===== src/rtl/beamformer_pkg.sv =====
// Shared defaults, delay-index width and FSM state encoding for the beam-sum datapath.
package beamformer_pkg;

  localparam int DEF_NUMBER_OF_CHANNELS = 2;
  localparam int DEF_NUMBER_OF_BITS     = 8;
  localparam int DEF_BUFFER_SIZE        = 10;
  localparam int DELAY_WIDTH            = $clog2(DEF_BUFFER_SIZE) + 1;

  typedef enum logic [1:0] {
    IDLE,
    READ,
    SHIFT
  } state_t;

  function automatic int delay_width(input int size);
    return $clog2(size) + 1;
  endfunction

endpackage


===== src/rtl/delay_table.sv =====
// Per-channel delay registers: clamped writes, out-of-range selects dropped, write-through read port.
module delay_table
  import beamformer_pkg::*;
#(
  parameter int NUM_CH   = DEF_NUMBER_OF_CHANNELS,
  parameter int BUF_SIZE = DEF_BUFFER_SIZE,
  parameter int DW       = delay_width(DEF_BUFFER_SIZE)
) (
  input  logic          clk,
  input  logic          reset,
  input  logic          cfg_valid,
  input  logic          cfg_ready,
  input  logic [2:0]    cfg_sel,
  input  logic [DW-1:0] cfg_delay,
  input  logic [2:0]    rd_sel,
  output logic [DW-1:0] rd_delay
);

  logic          wr_en;
  logic [DW-1:0] clamped;
  logic [NUM_CH*DW-1:0] delay_next_flat;

  assign wr_en   = cfg_valid && cfg_ready;
  assign clamped = (cfg_delay >= DW'(BUF_SIZE)) ? DW'(BUF_SIZE - 1) : cfg_delay;

  for (genvar gi = 0; gi < NUM_CH; gi++) begin : g_dly
    logic [DW-1:0] delay_q;
    logic [DW-1:0] delay_d;

    always_comb begin
      delay_d = delay_q;
      if (wr_en && (cfg_sel == 3'(gi))) delay_d = clamped;
    end

    always_ff @(posedge clk) begin
      if (reset) delay_q <= '0;
      else       delay_q <= delay_d;
    end

    assign delay_next_flat[gi*DW +: DW] = delay_d;
  end

  // Reading the post-write value lets a write coinciding with frame_start steer that frame.
  always_comb begin
    rd_delay = '0;
    for (int i = 0; i < NUM_CH; i++) begin
      if (rd_sel == 3'(i)) rd_delay = delay_next_flat[i*DW +: DW];
    end
  end

endmodule


===== src/rtl/beam_sum_scheduler.sv =====
// Sequences one sample per channel buffer each frame, averages them and streams the result MSB first.
module beam_sum_scheduler
  import beamformer_pkg::*;
#(
  parameter int NUMBER_OF_CHANNELS = DEF_NUMBER_OF_CHANNELS,
  parameter int NUMBER_OF_BITS     = DEF_NUMBER_OF_BITS,
  parameter int BUFFER_SIZE        = DEF_BUFFER_SIZE
) (
  input  logic                          clk,
  input  logic                          reset,
  input  logic                          frame_start,
  input  logic                          cfg_valid,
  input  logic [2:0]                    cfg_sel,
  input  logic [$clog2(BUFFER_SIZE):0]  cfg_delay,
  output logic                          cfg_ready,
  output logic [2:0]                    rd_chan,
  output logic [$clog2(BUFFER_SIZE):0]  rd_index,
  input  logic [NUMBER_OF_BITS-1:0]     rd_data,
  output logic                          dout,
  output logic                          dout_valid,
  output logic                          busy,
  output logic                          overrun
);

  localparam int DW    = delay_width(BUFFER_SIZE);
  localparam int NB    = NUMBER_OF_BITS;
  localparam int LOG_N = $clog2(NUMBER_OF_CHANNELS);
  localparam int AW    = NB + LOG_N;
  localparam int BCW   = $clog2(NB) + 1;

  state_t                state_q, state_d;
  logic signed [AW-1:0]  acc_q, acc_d, acc_sum;
  logic [2:0]            chan_q, chan_d;
  logic [BCW-1:0]        bit_q, bit_d;
  logic [NB-1:0]         shreg_q, shreg_d, word;
  logic                  dout_q, dout_d, dout_valid_q, dout_valid_d;
  logic                  busy_q, busy_d, overrun_q, overrun_d, cfg_ready_q, cfg_ready_d;
  logic [2:0]            rd_chan_q, rd_chan_d, lookup_sel;
  logic [DW-1:0]         rd_index_q, rd_index_d, lookup_delay;

  delay_table #(
    .NUM_CH   (NUMBER_OF_CHANNELS),
    .BUF_SIZE (BUFFER_SIZE),
    .DW       (DW)
  ) u_delay_table (
    .clk       (clk),
    .reset     (reset),
    .cfg_valid (cfg_valid),
    .cfg_ready (cfg_ready_q),
    .cfg_sel   (cfg_sel),
    .cfg_delay (cfg_delay),
    .rd_sel    (lookup_sel),
    .rd_delay  (lookup_delay)
  );

  assign acc_sum = acc_q + AW'($signed(rd_data));
  assign word    = NB'(acc_sum >>> LOG_N);

  // rd_chan/rd_index are registered one step ahead so they are stable for the whole READ cycle.
  always_comb begin
    state_d      = state_q;
    acc_d        = acc_q;
    chan_d       = chan_q;
    bit_d        = bit_q;
    shreg_d      = shreg_q;
    dout_d       = 1'b0;
    dout_valid_d = 1'b0;
    rd_chan_d    = '0;
    rd_index_d   = '0;
    lookup_sel   = '0;
    overrun_d    = overrun_q;
    if (frame_start && (state_q != IDLE)) overrun_d = 1'b1;

    case (state_q)
      IDLE: begin
        if (frame_start) begin
          state_d    = READ;
          acc_d      = '0;
          chan_d     = '0;
          rd_index_d = lookup_delay;
        end
      end
      READ: begin
        acc_d = acc_sum;
        if (chan_q == 3'(NUMBER_OF_CHANNELS - 1)) begin
          state_d      = SHIFT;
          shreg_d      = word << 1;
          dout_d       = word[NB-1];
          dout_valid_d = 1'b1;
          bit_d        = '0;
        end else begin
          chan_d     = chan_q + 3'd1;
          lookup_sel = chan_q + 3'd1;
          rd_chan_d  = chan_q + 3'd1;
          rd_index_d = lookup_delay;
        end
      end
      SHIFT: begin
        if (bit_q == BCW'(NB - 1)) begin
          state_d = IDLE;
        end else begin
          dout_d       = shreg_q[NB-1];
          dout_valid_d = 1'b1;
          shreg_d      = shreg_q << 1;
          bit_d        = bit_q + BCW'(1);
        end
      end
      default: state_d = IDLE;
    endcase

    busy_d      = (state_d != IDLE);
    cfg_ready_d = (state_d == IDLE);
  end

  always_ff @(posedge clk) begin
    if (reset) begin
      state_q      <= IDLE;
      acc_q        <= '0;
      chan_q       <= '0;
      bit_q        <= '0;
      shreg_q      <= '0;
      dout_q       <= 1'b0;
      dout_valid_q <= 1'b0;
      busy_q       <= 1'b0;
      overrun_q    <= 1'b0;
      cfg_ready_q  <= 1'b0;
      rd_chan_q    <= '0;
      rd_index_q   <= '0;
    end else begin
      state_q      <= state_d;
      acc_q        <= acc_d;
      chan_q       <= chan_d;
      bit_q        <= bit_d;
      shreg_q      <= shreg_d;
      dout_q       <= dout_d;
      dout_valid_q <= dout_valid_d;
      busy_q       <= busy_d;
      overrun_q    <= overrun_d;
      cfg_ready_q  <= cfg_ready_d;
      rd_chan_q    <= rd_chan_d;
      rd_index_q   <= rd_index_d;
    end
  end

  assign dout       = dout_q;
  assign dout_valid = dout_valid_q;
  assign busy       = busy_q;
  assign overrun    = overrun_q;
  assign cfg_ready  = cfg_ready_q;
  assign rd_chan    = rd_chan_q;
  assign rd_index   = rd_index_q;

endmodule


===== config.mk =====
export PLATFORM = sky130hd
export DESIGN_NAME = beam_sum_scheduler
export DESIGN_NICKNAME = d
export VERILOG_FILES = /design/src/rtl/beamformer_pkg.sv /design/src/rtl/delay_table.sv /design/src/rtl/beam_sum_scheduler.sv
export SDC_FILE = /design/constraint.sdc
export NUM_CORES = 1
export LEC_CHECK = 0
export CAP_MARGIN = 5
export CORE_UTILIZATION = 35
export DETAILED_ROUTE_END_ITERATION = 8
export GPL_TIMING_DRIVEN = 0
export PLACE_DENSITY = 0.59
export SLEW_MARGIN = 20
export SYNTH_ARGS = -nofsm -noshare
export SYNTH_HDL_FRONTEND = slang
export SYNTH_SLANG_ARGS = --single-unit

===== constraint.sdc =====
create_clock -name clk -period 4.2 [get_ports clk]
set_clock_uncertainty 0.15 [all_clocks]
set_input_delay 1.05 -clock clk [delete_from_list [all_inputs] [get_ports clk]]
set_output_delay 1.05 -clock clk [all_outputs]
set_load 0.01 [all_outputs]

==> summary.md <==
| Metric | Value |
|---|---|
| Status | finished, final reports clean |
| Hold-fix buffers at CTS | 0 |
| CP Capture Type | register |
| Clock buffer depth | 2 |
| Vias in the first global route | 1994 |
| GRT overflow | 0 |
| Root buffer cell | clkbuf_8 |
| Seq/Total Area, Yosys | 38.1% |
| R2R cell count | 8 |
| Top routing layer in use | met4 |
| Flops & latches, synth | 48 |
| Via density | 5.16 |
| CP required | 4220 ps |
| Fin crit period | 3140 ps |
| Pin count of the biggest net entering global routing | 17 |
| Crit path arrival time | 3160 ps |
| H-Tree Depth | 2 |
| Post-synth top area share | 38.1% |
| CP Max Fanout | 8 |
| Worst path top cell family by delay | buffers and inverters |
| Synth Instances | 289 |
| Routed WL per cell | 13.7 µm |
| Cell-internal power | 677 µW |
| Die Y-Extent | 86.9 µm |
| Post-synth top flop | dfxtp_1 |
| Post-synthesis cell type count | 55 |
| Leak Pwr | 1.17 nW |
| Slew HR | 48.6% |
| Slowest-stage cell, CP | clkdlybuf4s50_1 |
| P_sw | 291 µW |
| Setup Fix Bufs, Post-CTS | 0 |
| Most frequent cell after synthesis | dfxtp_1 |
| Power per Cell Area | 318 nW/µm² |
| CTS tree | built |
| Largest cells by area after synthesis | dfxtp_1 38%, ha_1 7.4%, nor2_1 5.5% |
| Final setup vio count | 0 |
| ANT cells | 0 |
| Sum Neg Setup Slack | 0 ps |
| Synth cell count leaders | 48 x dfxtp_1, 37 x nor2_1, 19 x a21oi_1, 19 x nand2_1 |
| Synthesis-to-finish area growth | 20.7% |
| CP cell instances | clkdlybuf4s50_1 -> ha_1 -> buf_2 -> a21oi_1 -> mux2_2 -> o31ai_1 -> o311ai_0 |
| CP max stage delay | 590 ps |
| GR Util All Layers | 16.3% |
| CTS clk-pin slew, worst paths | 90 ps |
| Detailed Route WL | 5790 µm |
| Drt pass-1 iters | 4 |
| Die Wd | 86.9 µm |
| Worst setup path category | in2reg |
| Upper clock frequency limit | 319 MHz |
| Initial Util | 36.7% |
| Yosys Warn Count | 0 |
| CP Launch Point | rd_data[7] |
| RR Endpoint | dout |
| Mapped Nets | 325 |
| Clk network pwr share | 29.1% |
| DRT met1 WL | 2810 µm |
| Unrepaired setup endpoints after global routing | false |
| Worst setup path end | dout |
| Worst Tran Pin Value | 765 ps |
| Post_cts resized | 0 |
| Total core area | 6870 µm² |
| Max-slew violation count | 0 |
| Synthesized area | 2520 µm² |
| GPL Wtd Cong | 0.826 |
| Iter 0 DRT Violations | 184 |
| Asr flop ratio synth | 0% |
| Mean post-synth cell area | 8.73 µm² |
| Fraction of layout instances using a drive strength above 1 | 7.32% |
| Port bufs | 31 |
| Worst R2R Setup Slack | 1960 ps |
| R2r startpoint | acc_q[0] |
| Detail Route met2 WL | 2650 µm |
| First-pass GRT wire length | 9540 µm |
| Post-DP HPWL | 4370 µm |
| Worst Hold Class | reg2reg |
| Wire length on met3 | 269 µm |
| Fin nets | 363 |
| CP startpoint kind | primary input |
| Share of power burned in registers | 50.2% |
| Final ANT Viol Nets | 0 |
| Vias | 2187 |
| Maximum vdd ir drop | 0.000158 V |
| FP Rows | 30 |
| Logic pwr share | 20.6% |
| Switching Fraction | 30.1% |
| CP bufs+invs | 2 |
| DRC | 0 |
| Initial antenna violation count | 0 |
| MaxCap Viol Count | 0 |
| Fin crit share | 74.7% |
| Post-synth EDFFs | 0 |
| Final hold violation count | 0 |
| Worst skew pair latency | 300 ps |
| Pwr Total | 969 µW |
| Levels on crit path | 7 |
| Io pins | 33 |
| Leading area contributor after synthesis | dfxtp_1 |
| Clock net sink count | 48 |
| TritonCTS Buffers | 5 |
| Total Die Area | 7550 µm² |
## routing by layer
| metal | vias to the layer above | track usage, % |
|---|---|---|
| li1 | 1112 | - |
| met1 | 1023 | 22.4 |
| met2 | 47 | 26.2 |
| met3 | 5 | 3.13 |
| met4 | 0 | 4.09 |
| met5 | - | 0 |
## sequential cells by signal (all words and copies together), names as in the netlist
name                         cells
rd_chan                          3
overrun                          1
u_delay_table.g_dly.delay_q     10
acc_q                            9
cfg_ready                        1
dout_valid                       1
chan_q                           3
state_q                          2
busy                             1
dout                             1
bit_q                            4
rd_index                         5
shreg_q                          7
## layout by cell type, fill, tap and decap left out, types with 3 or more instances in the layout
master | netlist | layout
or3_1 | 4 | 4
clkdlybuf4s50_1 | 0 | 31
nor3_1 | 7 | 7
nand2b_1 | 3 | 3
nand3b_1 | 4 | 4
o21ai_0 | 12 | 12
o31ai_1 | 3 | 3
clkbuf_1 | 8 | 8
inv_1 | 15 | 15
a21oi_1 | 19 | 19
a21o_1 | 5 | 5
nor2_1 | 37 | 37
nand4b_1 | 3 | 3
a22oi_1 | 3 | 3
xnor2_1 | 5 | 5
and2_1 | 10 | 10
a311oi_1 | 3 | 3
ha_1 | 15 | 15
nand4_1 | 4 | 4
buf_2 | 5 | 5
mux2i_1 | 11 | 11
nand3_1 | 3 | 3
o22ai_1 | 5 | 5
dfxtp_1 | 48 | 48
nand2_1 | 19 | 19
clkbuf_8 | 0 | 5
## how the worst min path moves through the flow
| stage | slack [ps] | end | from | cells past startpoint |
|---|---|---|---|---|
| after global placement | 290 | u_delay_table.g_dly[1].delay_q[4] | u_delay_table.g_dly[1].delay_q[4] | 2 |
| after CTS | 300 | u_delay_table.g_dly[1].delay_q[4] | u_delay_table.g_dly[1].delay_q[4] | 2 |
| after floorplan | 270 | u_delay_table.g_dly[1].delay_q[4] | u_delay_table.g_dly[1].delay_q[4] | 2 |
| final | 300 | u_delay_table.g_dly[1].delay_q[4] | u_delay_table.g_dly[1].delay_q[4] | 2 |
| after global routing | 320 | u_delay_table.g_dly[1].delay_q[4] | u_delay_table.g_dly[1].delay_q[4] | 2 |
| after detailed placement | 290 | u_delay_table.g_dly[1].delay_q[4] | u_delay_table.g_dly[1].delay_q[4] | 2 |
## logic make-up after synthesis
family          Yosys count  synth area share [%]
fa+ha+maj                16                  8.23
simple gates            106                  22.0
flops                    48                  38.1
compound gates           69                  18.6
buf+inv                  30                  5.16
mux                      14                  5.80
xor+xnor                  6                  2.08
## power by group through the flow
stage	Sequential [mW]	Clock, mW	Combinational, mW
finish	0.486	0.282	0.200
global route	0.489	0.310	0.223
CTS	0.487	0.293	0.200
detailed placement	0.498	0	0.199
global placement	0.497	0	0.197
floorplan	0.497	0	0.132
## metrics by stage
stage | std cells | hold WS, ps | setup WS [ps] | cell area, µm² | utilization (%)
6_report | 424 | 299 | 1060 | 3050 | 44.4
5_1_grt | 424 | 319 | 884 | 3050 | 44.4
4_1_cts | 424 | 304 | 1050 | 3050 | 44.4
3_5_place_dp | 416 | 292 | 719 | 2950 | 43.0
3_3_place_gp | 416 | 287 | 746 | 2950 | 43.0
2_1_floorplan | 289 | 269 | 1460 | 2520 | -
## layout make-up
| type | instances | area (µm²) |
|---|---|---|
| Clock inverter | 3 | 23.8 |
| Inverter | 15 | 56.3 |
| Timing Repair Buffer | 31 | 310 |
| Clock buffer | 5 | 68.8 |
| Sequential cell | 48 | 961 |
| Tap cell | 96 | 120 |
| Multi-Input combinational cell | 211 | 1430 |
| Buffer | 15 | 73.8 |
| Fill cell | 680 | 3820 |
## tightest hold or removal path: stages (launching register included)
cell and delay [ps]:
dfxtp_1 310, nand2_1 70, nor2_1 40
(Power assumes the default switching activity.)
